==> src/rtl/regfile_wb_scheduler.sv <==
// Writeback arbiter for ALU/LSU results into the register file, with a busy
// scoreboard that stalls issue on RAW/WAW hazards against in-flight destinations.
module regfile_wb_scheduler #(
  parameter int unsigned XLEN = 32,
  parameter int unsigned AW   = 5
) (
  input  logic                 clk,
  input  logic                 rst,
  input  logic                 issue_valid,
  input  logic [AW-1:0]        issue_rs1,
  input  logic [AW-1:0]        issue_rs2,
  input  logic [AW-1:0]        issue_rd,
  output logic                 issue_ready,
  input  logic                 alu_valid,
  input  logic [AW-1:0]        alu_rd,
  input  logic [XLEN-1:0]      alu_data,
  output logic                 alu_ready,
  input  logic                 lsu_valid,
  input  logic [AW-1:0]        lsu_rd,
  input  logic [XLEN-1:0]      lsu_data,
  output logic                 lsu_ready,
  output logic                 rf_we,
  output logic [AW-1:0]        rf_rd,
  output logic [XLEN-1:0]      rf_wdata,
  output logic [(2**AW)-1:0]   busy
);

  localparam int unsigned NREG = 2**AW;

  logic            last_lsu_q, last_lsu_d;
  logic [NREG-1:0] busy_q, busy_d;
  logic            rf_we_q, rf_we_d;
  logic [AW-1:0]   rf_rd_q, rf_rd_d;
  logic [XLEN-1:0] rf_wdata_q, rf_wdata_d;

  logic            alu_gnt, lsu_gnt, xfer, hazard, issue_acc;
  logic [AW-1:0]   wb_rd;
  logic [XLEN-1:0] wb_data;

  // Round-robin grant: on contention the requester not served last wins.
  always_comb begin
    alu_gnt = 1'b0;
    lsu_gnt = 1'b0;
    if (!rst) begin
      if (alu_valid && lsu_valid) begin
        alu_gnt = last_lsu_q;
        lsu_gnt = !last_lsu_q;
      end else begin
        alu_gnt = alu_valid;
        lsu_gnt = lsu_valid;
      end
    end
  end

  assign alu_ready = alu_gnt;
  assign lsu_ready = lsu_gnt;
  assign xfer      = alu_gnt | lsu_gnt;
  assign wb_rd     = lsu_gnt ? lsu_rd : alu_rd;
  assign wb_data   = lsu_gnt ? lsu_data : alu_data;

  // No bypass: a register retiring this cycle still blocks issue.
  assign hazard      = busy_q[issue_rs1] | busy_q[issue_rs2] | busy_q[issue_rd];
  assign issue_ready = !hazard && !rst;
  assign issue_acc   = issue_valid && issue_ready && (issue_rd != '0);

  always_comb begin
    last_lsu_d = last_lsu_q;
    busy_d     = busy_q;
    rf_we_d    = 1'b0;
    rf_rd_d    = rf_rd_q;
    rf_wdata_d = rf_wdata_q;
    if (xfer) begin
      last_lsu_d     = lsu_gnt;
      rf_we_d        = (wb_rd != '0);
      rf_rd_d        = wb_rd;
      rf_wdata_d     = wb_data;
      busy_d[wb_rd]  = 1'b0;
    end
    // Set after clear so a same-index issue wins.
    if (issue_acc) begin
      busy_d[issue_rd] = 1'b1;
    end
    busy_d[0] = 1'b0;
  end

  always_ff @(posedge clk) begin
    if (rst) begin
      last_lsu_q <= 1'b1;
      busy_q     <= '0;
      rf_we_q    <= 1'b0;
      rf_rd_q    <= '0;
      rf_wdata_q <= '0;
    end else begin
      last_lsu_q <= last_lsu_d;
      busy_q     <= busy_d;
      rf_we_q    <= rf_we_d;
      rf_rd_q    <= rf_rd_d;
      rf_wdata_q <= rf_wdata_d;
    end
  end

  assign rf_we    = rf_we_q;
  assign rf_rd    = rf_rd_q;
  assign rf_wdata = rf_wdata_q;
  assign busy     = busy_q;

endmodule

==> config.mk <==
export PLATFORM = sky130hd
export DESIGN_NAME = regfile_wb_scheduler
export DESIGN_NICKNAME = d
export VERILOG_FILES = /design/src/rtl/regfile_wb_scheduler.sv
export SDC_FILE = /design/constraint.sdc
export NUM_CORES = 1
export LEC_CHECK = 0
export ABC_AREA = 1
export CAP_MARGIN = 20
export CORE_UTILIZATION = 44
export DETAILED_ROUTE_END_ITERATION = 7
export PLACE_DENSITY_LB_ADDON = 0.3
export SLEW_MARGIN = 30
export SYNTH_ARGS = -nofsm -noshare
export SYNTH_HDL_FRONTEND = slang
export SYNTH_SLANG_ARGS = --single-unit
export TNS_END_PERCENT = 30
==> constraint.sdc <==
create_clock -name clk -period 1.7 [get_ports clk]
set_input_delay 0.34 -clock clk [delete_from_list [all_inputs] [get_ports clk]]
set_output_delay 0.34 -clock clk [all_outputs]
set_load 0.01 [all_outputs]
### Word level (Yosys, flattened, before mapping)

Cells that the tools add are included.

* magnitude comparators: 6
* mux-type cells: 18
* bitwise gates (word level): 7
* reductions and logical operators: 12

Operators with widths (count)
* 32-bit two-way mux: 3
* 32-bit bitwise AND: 1
* 32-bit NOT: 1
* 32-bit bitwise OR: 1
* 5-bit by 6-bit less-than comparator with 1-bit output, second input constant: 4
* 1-bit binary-select mux with 5-bit select: 3
* 1-bit demux with 5-bit select: 2
* 5-bit by 1-bit >= comparator with 1-bit output, second input constant: 2
* 5-bit nonzero test: 2
* 1-bit two-way mux: 9
* 1-bit logical AND: 6
* 5-bit two-way mux: 1
* 1-bit logical NOT: 3
* 1-bit bitwise OR: 3
* 2-bit OR reduction: 1
* 1-bit NOT: 1

* bits in registers: 71
* input port bits: 94
* logic and storage cells: 49

### Logic depth before layout (Yosys ltp)

Gate-level depths: netlist (run 1).

* word-level depth: 13
* gate-level depth with buffers: 15
* mapped depth without buffers: 12

### Worst setup path before layout (run 1)

Ideal clock, no wire load.

* kind: input port to output port
* from: input issue_rd[0]
* to: output issue_ready
* data arrival time: 1.391 ns
* slack: -0.031 ns
* stages: 11
* path buffers: 2
* path through: buf_6 -> buf_6 -> nand2_1 -> o21ai_1 -> nand2_1 -> nand2_1 -> nand2_1 -> nand2_1 -> nor2_1 -> nand3_2 -> nor3_1

* word-level cells in the longest chain between the ends: 5

RTL lines
* start, declared: RTL line 12 `input logic [AW-1:0] issue_rd,`
* 1-bit binary-select mux with 5-bit select: RTL line 62 `assign hazard = busy_q[issue_rs1] | busy_q[issue_rs2] | busy_q[issue_rd];`
* 1-bit two-way mux (implied by the code): RTL line 62
* 1-bit bitwise OR: RTL line 62
* 1-bit logical NOT: RTL line 63 `assign issue_ready = !hazard && !rst;`
* 1-bit logical AND: RTL line 63
* end, declared: RTL line 13 `output logic issue_ready,`

Every way passes these cells. The select of a mux whose other input is x is not followed.

### Worst setup path after layout (run 1)

* from: register busy_q[9] (netlist: busy[9])
* to: output issue_ready

* word-level cells in the longest chain between the ends: 6
* elaborated cells between the ends (all ways): 10

RTL lines
* start, declared: RTL line 31 `logic [NREG-1:0] busy_q, busy_d;`
* start signal, assigned: RTL line 95 `busy_q <= busy_d;`
* 1-bit binary-select mux with 5-bit select: RTL line 62
* 1-bit two-way mux (implied by the code): RTL line 62
* 1-bit bitwise OR: RTL line 62
* 1-bit bitwise OR (*): RTL line 62
* 1-bit logical NOT (*): RTL line 63
* 1-bit logical AND (*): RTL line 63

Every way passes the cells marked *; elsewhere a longest branch is shown, timed or not. The select of a mux whose other input is x is not followed.

==> results of run 1 <==
-- stage by stage --
stage	util [%]	power (mW)	setup WS (ps)
final	76.2	4.54	-304
after global routing	76.2	4.70	-414
after CTS	75.7	4.52	-274
after detailed placement	70.1	2.82	-1020
after global placement	70.1	2.80	-989
after floorplan	-	2.24	35.6
-- cells in the final DEF (no fill, tap or decap), drive strengths merged --
master         netlist  layout
mux2i                1       1
clkinvlp             0       3
clkdlybuf4s50        0     120
clkdlybuf4s15        0       2
o21ai               51      51
conb                 1       1
dfxtp               70      70
a31oi               34      34
o211ai               2       2
clkbuf              13      11
buf                 25     122
nand3               59      59
nand4               31      31
nand2              238     238
or2                  3       3
nor2                43      43
nor3                 9       9
bufinv               0       3
dlygate4sd2          0      13
a21oi               37      37
inv                 65      66
clkinv               0       1
bufbuf               0       1
-- worst max path at each step --
stage | from | to | slack (ps) | cells after the start
finish | busy[9]$_SDFF_PP0_ | issue_ready | -300 | 11
global route | busy[9]$_SDFF_PP0_ | issue_ready | -410 | 11
CTS | busy[9]$_SDFF_PP0_ | issue_ready | -270 | 9
detailed placement | issue_rd[0] | issue_ready | -1020 | 11
global placement | issue_rd[0] | issue_ready | -990 | 11
floorplan | issue_rd[0] | issue_ready | 40 | 11
-- layout make-up --
type,instances,area (µm²)
Sequential cell,70,1500
Timing Repair Buffer,260,2440
Multi-Input combinational cell,509,2420
Clock inverter,7,120
Tap cell,129,161
Inverter,65,258
Clock buffer,9,124
Fill cell,717,2200
Timing Repair inverter,1,7.51
-- where the power goes --
| part | switching [mW] | total, mW | internal (mW) | leakage (nW) |
|---|---|---|---|---|
| Sequential | 0.0430 | 1.71 | 1.67 | 0.594 |
| Clock | 0.680 | 1.66 | 0.983 | 0.120 |
| Combinational | 0.580 | 1.16 | 0.582 | 2.23 |
| Total | 1.30 | 4.54 | 3.24 | 2.94 |
-- worst register-to-register path, cell delays in order (launching register included) --
cell	delay (ps)
dfxtp_4	370
buf_6	120
nand2_2	50
nand2_1	50
nand2_1	70
nand2_1	60
nand2_1	50
nand2_1	50
nor2_1	120
nand3_2	100
buf_6	130
nor2_4	170
buf_6	170
nand4_1	130
a21oi_2	180
-- synth_stat cells --
cell	n	area, µm²
nand2_1	237	890
dfxtp_1	70	1400
nand3_1	57	285
inv_1	56	210
o21ai_0	43	215
nor2_1	42	158
a21oi_1	37	185
a31oi_1	34	213
nand4_1	31	194
clkbuf_1	13	48.8
buf_2	12	60.1
buf_6	9	101
inv_2	9	33.8
nor3_1	9	45.0
o21ai_1	6	30.0
buf_1	3	11.3
o211ai_1	2	15.0
o21ai_2	2	17.5
buf_4	1	7.51
conb_1	1	3.75
mux2i_1	1	10.0
nand2_2	1	6.26
nand3_2	1	10.0
nand3_4	1	17.5
nor2_4	1	11.3
or2_0	1	6.26
or2_1	1	6.26
or2_2	1	6.26
-- cells by family (layout without fill, tap and decap cells) --
family                 Yosys count  count (layout)  synth area share [%]
flip-flops                      70              70                  33.4
buffers and inverters          103             342                  11.3
other                            1               1                0.0893
AO/OA/AOI/OAI                  124             124                  16.1
multiplexers                     1               1                 0.238
AND/OR/NAND/NOR                383             383                  38.9
-- flip-flops by register name, summed over array words and instances, names as in the netlist --
register    flops
rf_wdata       32
busy           31
rf_rd           5
rf_we           1
last_lsu_q      1
-- layer usage --
layer  wire, µm  vias up  GRT usage, %
li1           -     2735             -
met1       6170     2583          38.8
met2       8070      400          57.1
met3       1960      111          9.63
met4       1290        0          25.9
met5          0        -             0
-- what timing repair did --
item,4_1_cts,5_1_grt
setup buffers,6,6
gates cloned,6,0
endpoints found under the setup margin,64,49
gates resized for setup,126,58
hold endpoints to repair,0,0
pin swaps,11,11
==> metrics, run 1 <==
grt total ovfl 0; Post-Synthesis Cells between 600 and 700; Top cell by count, worst path nand2_1; RSZ-0062 raised after global routing true; CTS max path bufs 2; setup TNS -4390 ps; Fin. Hold Viols 0; relative slew slack between 50% and 60%; Post-DRT Antenna Nets 0; CTS Buf Count 9; RR Startpoint busy[9]$_SDFF_PP0_; crit-path max cell delay about 370 ps; DR vias/cell roughly 5.6; final setup vio count 32; Hold Path Sink rf_rd[2]$_SDFFE_PP0N_; Min Hold Slack ~440 ps; Clk Latency, worst-skew pair around 350 ps; Yosys warnings 0; initial antenna violation count 0; die width 99.7 µm; failing checks setup timing; global router's overall resource usage a little over a third; worst min path class in2reg; Synth cell types 28; die area ~9900 µm²; capturing point of the worst reg2reg path busy[23]$_SDFF_PP0_; DP Cell Count 1020; FP Rows 35; syn_area_per_cell around 6 µm²; Port Buf Inserts between 150 and 200; Worst R2R Path Depth 14; share of layout cells above drive strength 1 around 25%; pwr dens between 600 and 700 nW/µm²; WL per Instance about 17 µm; CP startpoint kind flip-flop; Ant. Diodes 0; CP arrival 1660 ps; P_leak slightly below 3 nW; worst hold start rst; Vias roughly 5800; final instance count without filler cells 1050; crit path cell chain buf_6, nand2_2, nand2_1, nand2_1, nand2_1, nand2_1, nand2_1, nor2_1, nand3_2, nor3_2, buf_2; Worst Tran Pin Value 742 ps; Worst Skew 20.6 ps; Crit Path Class reg2out; nature of the critical path endpoint primary output; max-slew violation count 0; placed cell area 6470 µm²; synthesized area between 4000 and 5000 µm²; core area approximately 9200 µm²; initial core utilization 45.4%; outcome finished with violations; post-synthesis sequential area ratio around 33%; vias in the first global route about 5700; Slowest-stage cell, CP dfxtp_4; family with the most delay on the worst path simple AND/OR/NAND/NOR gates; FF+latch count, synth 70; Root Driver clkbuf_8; CP max FO 3; VDD IR-drop max approximately 670 µV; total of max-cap violations 0; Die Height 99.7 µm; Post-Syn Nets ~780; cts hold-fix bufs 0; H-tree levels 3; R2R setup slack -200 ps; largest net degree at the start of global routing 66; Post-route DRC 0; Required @ worst endpoint 1360 ps; worst hold path depth 5; dpl hpwl about 12000 µm; crit path buf inv count 2; gpl congestion 1.05; CTS tree yes; final net count 1010; DRT iter0 DRCs ~530; drt total wl ~17000 µm; Num Clock Sinks 70; clock transition at the registers of the reported paths about 100 ps; Final Instance Area about 7000 µm²; first-pass GRT wire length 27300 µm; fin crit share 118%; router iterations before antenna repair 6; Tmin final 2000 ps; I/O pins around 170; worst setup slack after layout -304 ps; FMAX around 0.5 GHz; Area Overhead vs Synth 67.7%
(Power assumes the default switching activity.)
==> run 2, diff against run 1 <==
--- a/config.mk
+++ b/config.mk
@@ -7,6 +7,7 @@
 export LEC_CHECK = 0
 export ABC_AREA = 1
 export CAP_MARGIN = 20
+export CORE_ASPECT_RATIO = 0.75
 export CORE_UTILIZATION = 44
 export DETAILED_ROUTE_END_ITERATION = 7
 export PLACE_DENSITY_LB_ADDON = 0.3
==> run 2 against run 1 <==
  * The run still ends with setup timing left
  * Power up 11%
  * Flip-flop and latch count unchanged
  * First-iteration DRC count up 34%
  * Via count up 1.4%
  * Global-route usage up 3.2 points
  * Maximum frequency down 0.13%
  * Largest cell class is now multi-input gates
  * Setup slack worse by 2.7 ps
==> metrics, run 2 (synthesis results as in run 1) <==
die area around 10000 µm²; Vias 5910; clock transition at the registers of the reported paths 60 ps; commonest non-fill, non-tap cells in the layout nand2_1 (222), clkdlybuf4s50_1 (123), buf_4 (87); drt total wl between 15000 and 20000 µm; RR Startpoint last_lsu_q$_SDFFE_PP1N_; CP startpoint kind flip-flop; global router's overall resource usage between 30% and 40%; final setup vio count 24; Die Height ~87 µm; WL per Instance 18.1 µm; FMAX 0.498 GHz; initial antenna violation count 2; fin crit share 118%; Clk Latency, worst-skew pair between 300 and 400 ps; Critical Path Sink issue_ready; Seq pwr share 34.3%; final core utilization 80.2%; Root Driver clkbuf_16; CP max FO 3; H-tree levels 3; capturing point of the worst reg2reg path busy[28]$_SDFF_PP0_; first-pass GRT wire length 28700 µm; Worst Tran Pin Value roughly 740 ps; placed cell area ~6500 µm²; CTS max path bufs 2; DR vias/cell approximately 5.6; combinational share of power about a quarter; final instance count without filler cells 1060; outcome finished with violations; Fin. Hold Viols 0; CP arrival roughly 1700 ps; grt total ovfl 0; Area Overhead vs Synth 74.9%; Worst R2R Path Depth 9; router iterations before antenna repair 6; worst hold path depth 4; failing checks setup timing; P_sw around 1.5 mW; max-slew violation count 0; VDD IR-drop max between 500 and 600 µV; share of layout cells above drive strength 1 a little over a quarter; Sw Share 29.1%; core area 9160 µm²; Required @ worst endpoint around 1400 ps; Port Buf Inserts roughly 170; Crit Path Class reg2out; vias in the first global route roughly 5500; largest net degree at the start of global routing between 60 and 70; Num Clock Sinks 70; commonest non-fill, non-tap cell in the layout nand2_1; final net count 1020; Worst Skew approximately 8.6 ps; dpl hpwl approximately 13000 µm; die width ~110 µm; Int Power ~3.6 mW; nature of the critical path endpoint primary output; Final Instance Area about 7300 µm²; Critical Path Source busy[11]$_SDFF_PP0_; R2R setup slack -150 ps; I/O pins 167; total of max-cap violations 0; max FFs per register 32; DRT iter0 DRCs a little over 700; DP Cell Count 1029; post-layout power roughly 5.0 mW; relative slew slack 50.7%; filler cell count about 690; CTS tree yes; worst min path class in2reg; initial core utilization between 40 and 50%; Tmin final 2010 ps; Post-DRT Antenna Nets 0; Post-route DRC 0; P_leak about 3.2 nW; RSZ-0062 raised after global routing true; FP Rows 30; Clk pwr share between 40 and 50%; cts hold-fix bufs 0; gpl congestion 0.953; pwr dens just under 700 nW/µm²; worst setup slack after layout -307 ps; setup TNS -1790 ps; CTS Buf Count 9
-- run 2: power by group through the flow --
stage,combinational [mW],clock [mW],sequential (mW)
floorplan,0.427,0,1.81
global placement,1.02,0,1.78
detailed placement,1.04,0,1.78
global route,1.25,2.21,1.73
CTS,1.14,2.14,1.73
finish,1.19,2.12,1.73
-- run 2: worst min-delay path by stage --
stage,from,endpoint,slack [ps]
after floorplan,alu_valid,last_lsu_q$_SDFFE_PP1N_,470
after global placement,rf_wdata[25]$_SDFFE_PP0N_,rf_wdata[25]$_SDFFE_PP0N_,460
after detailed placement,rf_wdata[0]$_SDFFE_PP0N_,rf_wdata[0]$_SDFFE_PP0N_,470
after CTS,rst,last_lsu_q$_SDFFE_PP1N_,390
after global routing,rst,last_lsu_q$_SDFFE_PP1N_,410
final,rst,last_lsu_q$_SDFFE_PP1N_,400
-- run 2: area by class of cell --
cell class,count,area [µm²],share of cell area (%)
Clock inverter,7,105,1.43
Sequential cell,70,1480,20.1
Antenna cell,1,2.50,0.0341
Timing Repair inverter,1,7.51,0.102
Inverter,65,262,3.56
Clock buffer,9,225,3.07
Multi-Input combinational cell,510,2560,34.9
Tap cell,128,160,2.18
Timing Repair Buffer,269,2550,34.7
-- run 2: repair_timing --
| action | in CTS | in global routing |
|---|---|---|
| pin swaps | 8 | 24 |
| buffers inserted | 10 | 2 |
| cloned | 3 | 0 |
| hold endpoints to repair | 0 | 0 |
| endpoints found under the setup margin | 62 | 47 |
| gates resized for setup | 145 | 69 |
-- run 2: layer usage --
metal  vias up  track usage [%]  share of wire, %  routed length (µm)
met5         -                0             0.068                  13
li1       2746                -                 -                   -
met3        65             12.0                12                2320
met1      2703             50.0                40                7740
met4         2             9.92               2.4                 459
met2       394             60.9                45                8690
-- run 2: critical path, stage by stage, from the launching register on --
cell,delay [ps]
dfxtp_4,360
buf_12,130
inv_1,40
nand2_1,40
nand3_1,80
nand3_1,70
nand3_1,80
nand2_1,50
nand2_1,70
nand2_2,80
nor3_2,180
buf_2,150
-- run 2: per-stage QoR --
stage	worst slack [ps]	hold WS, ps
5_1_grt	-411	407
6_report	-307	403
3_3_place_gp	-1060	464
3_5_place_dp	-1030	470
4_1_cts	-269	392
2_1_floorplan	35.6	469
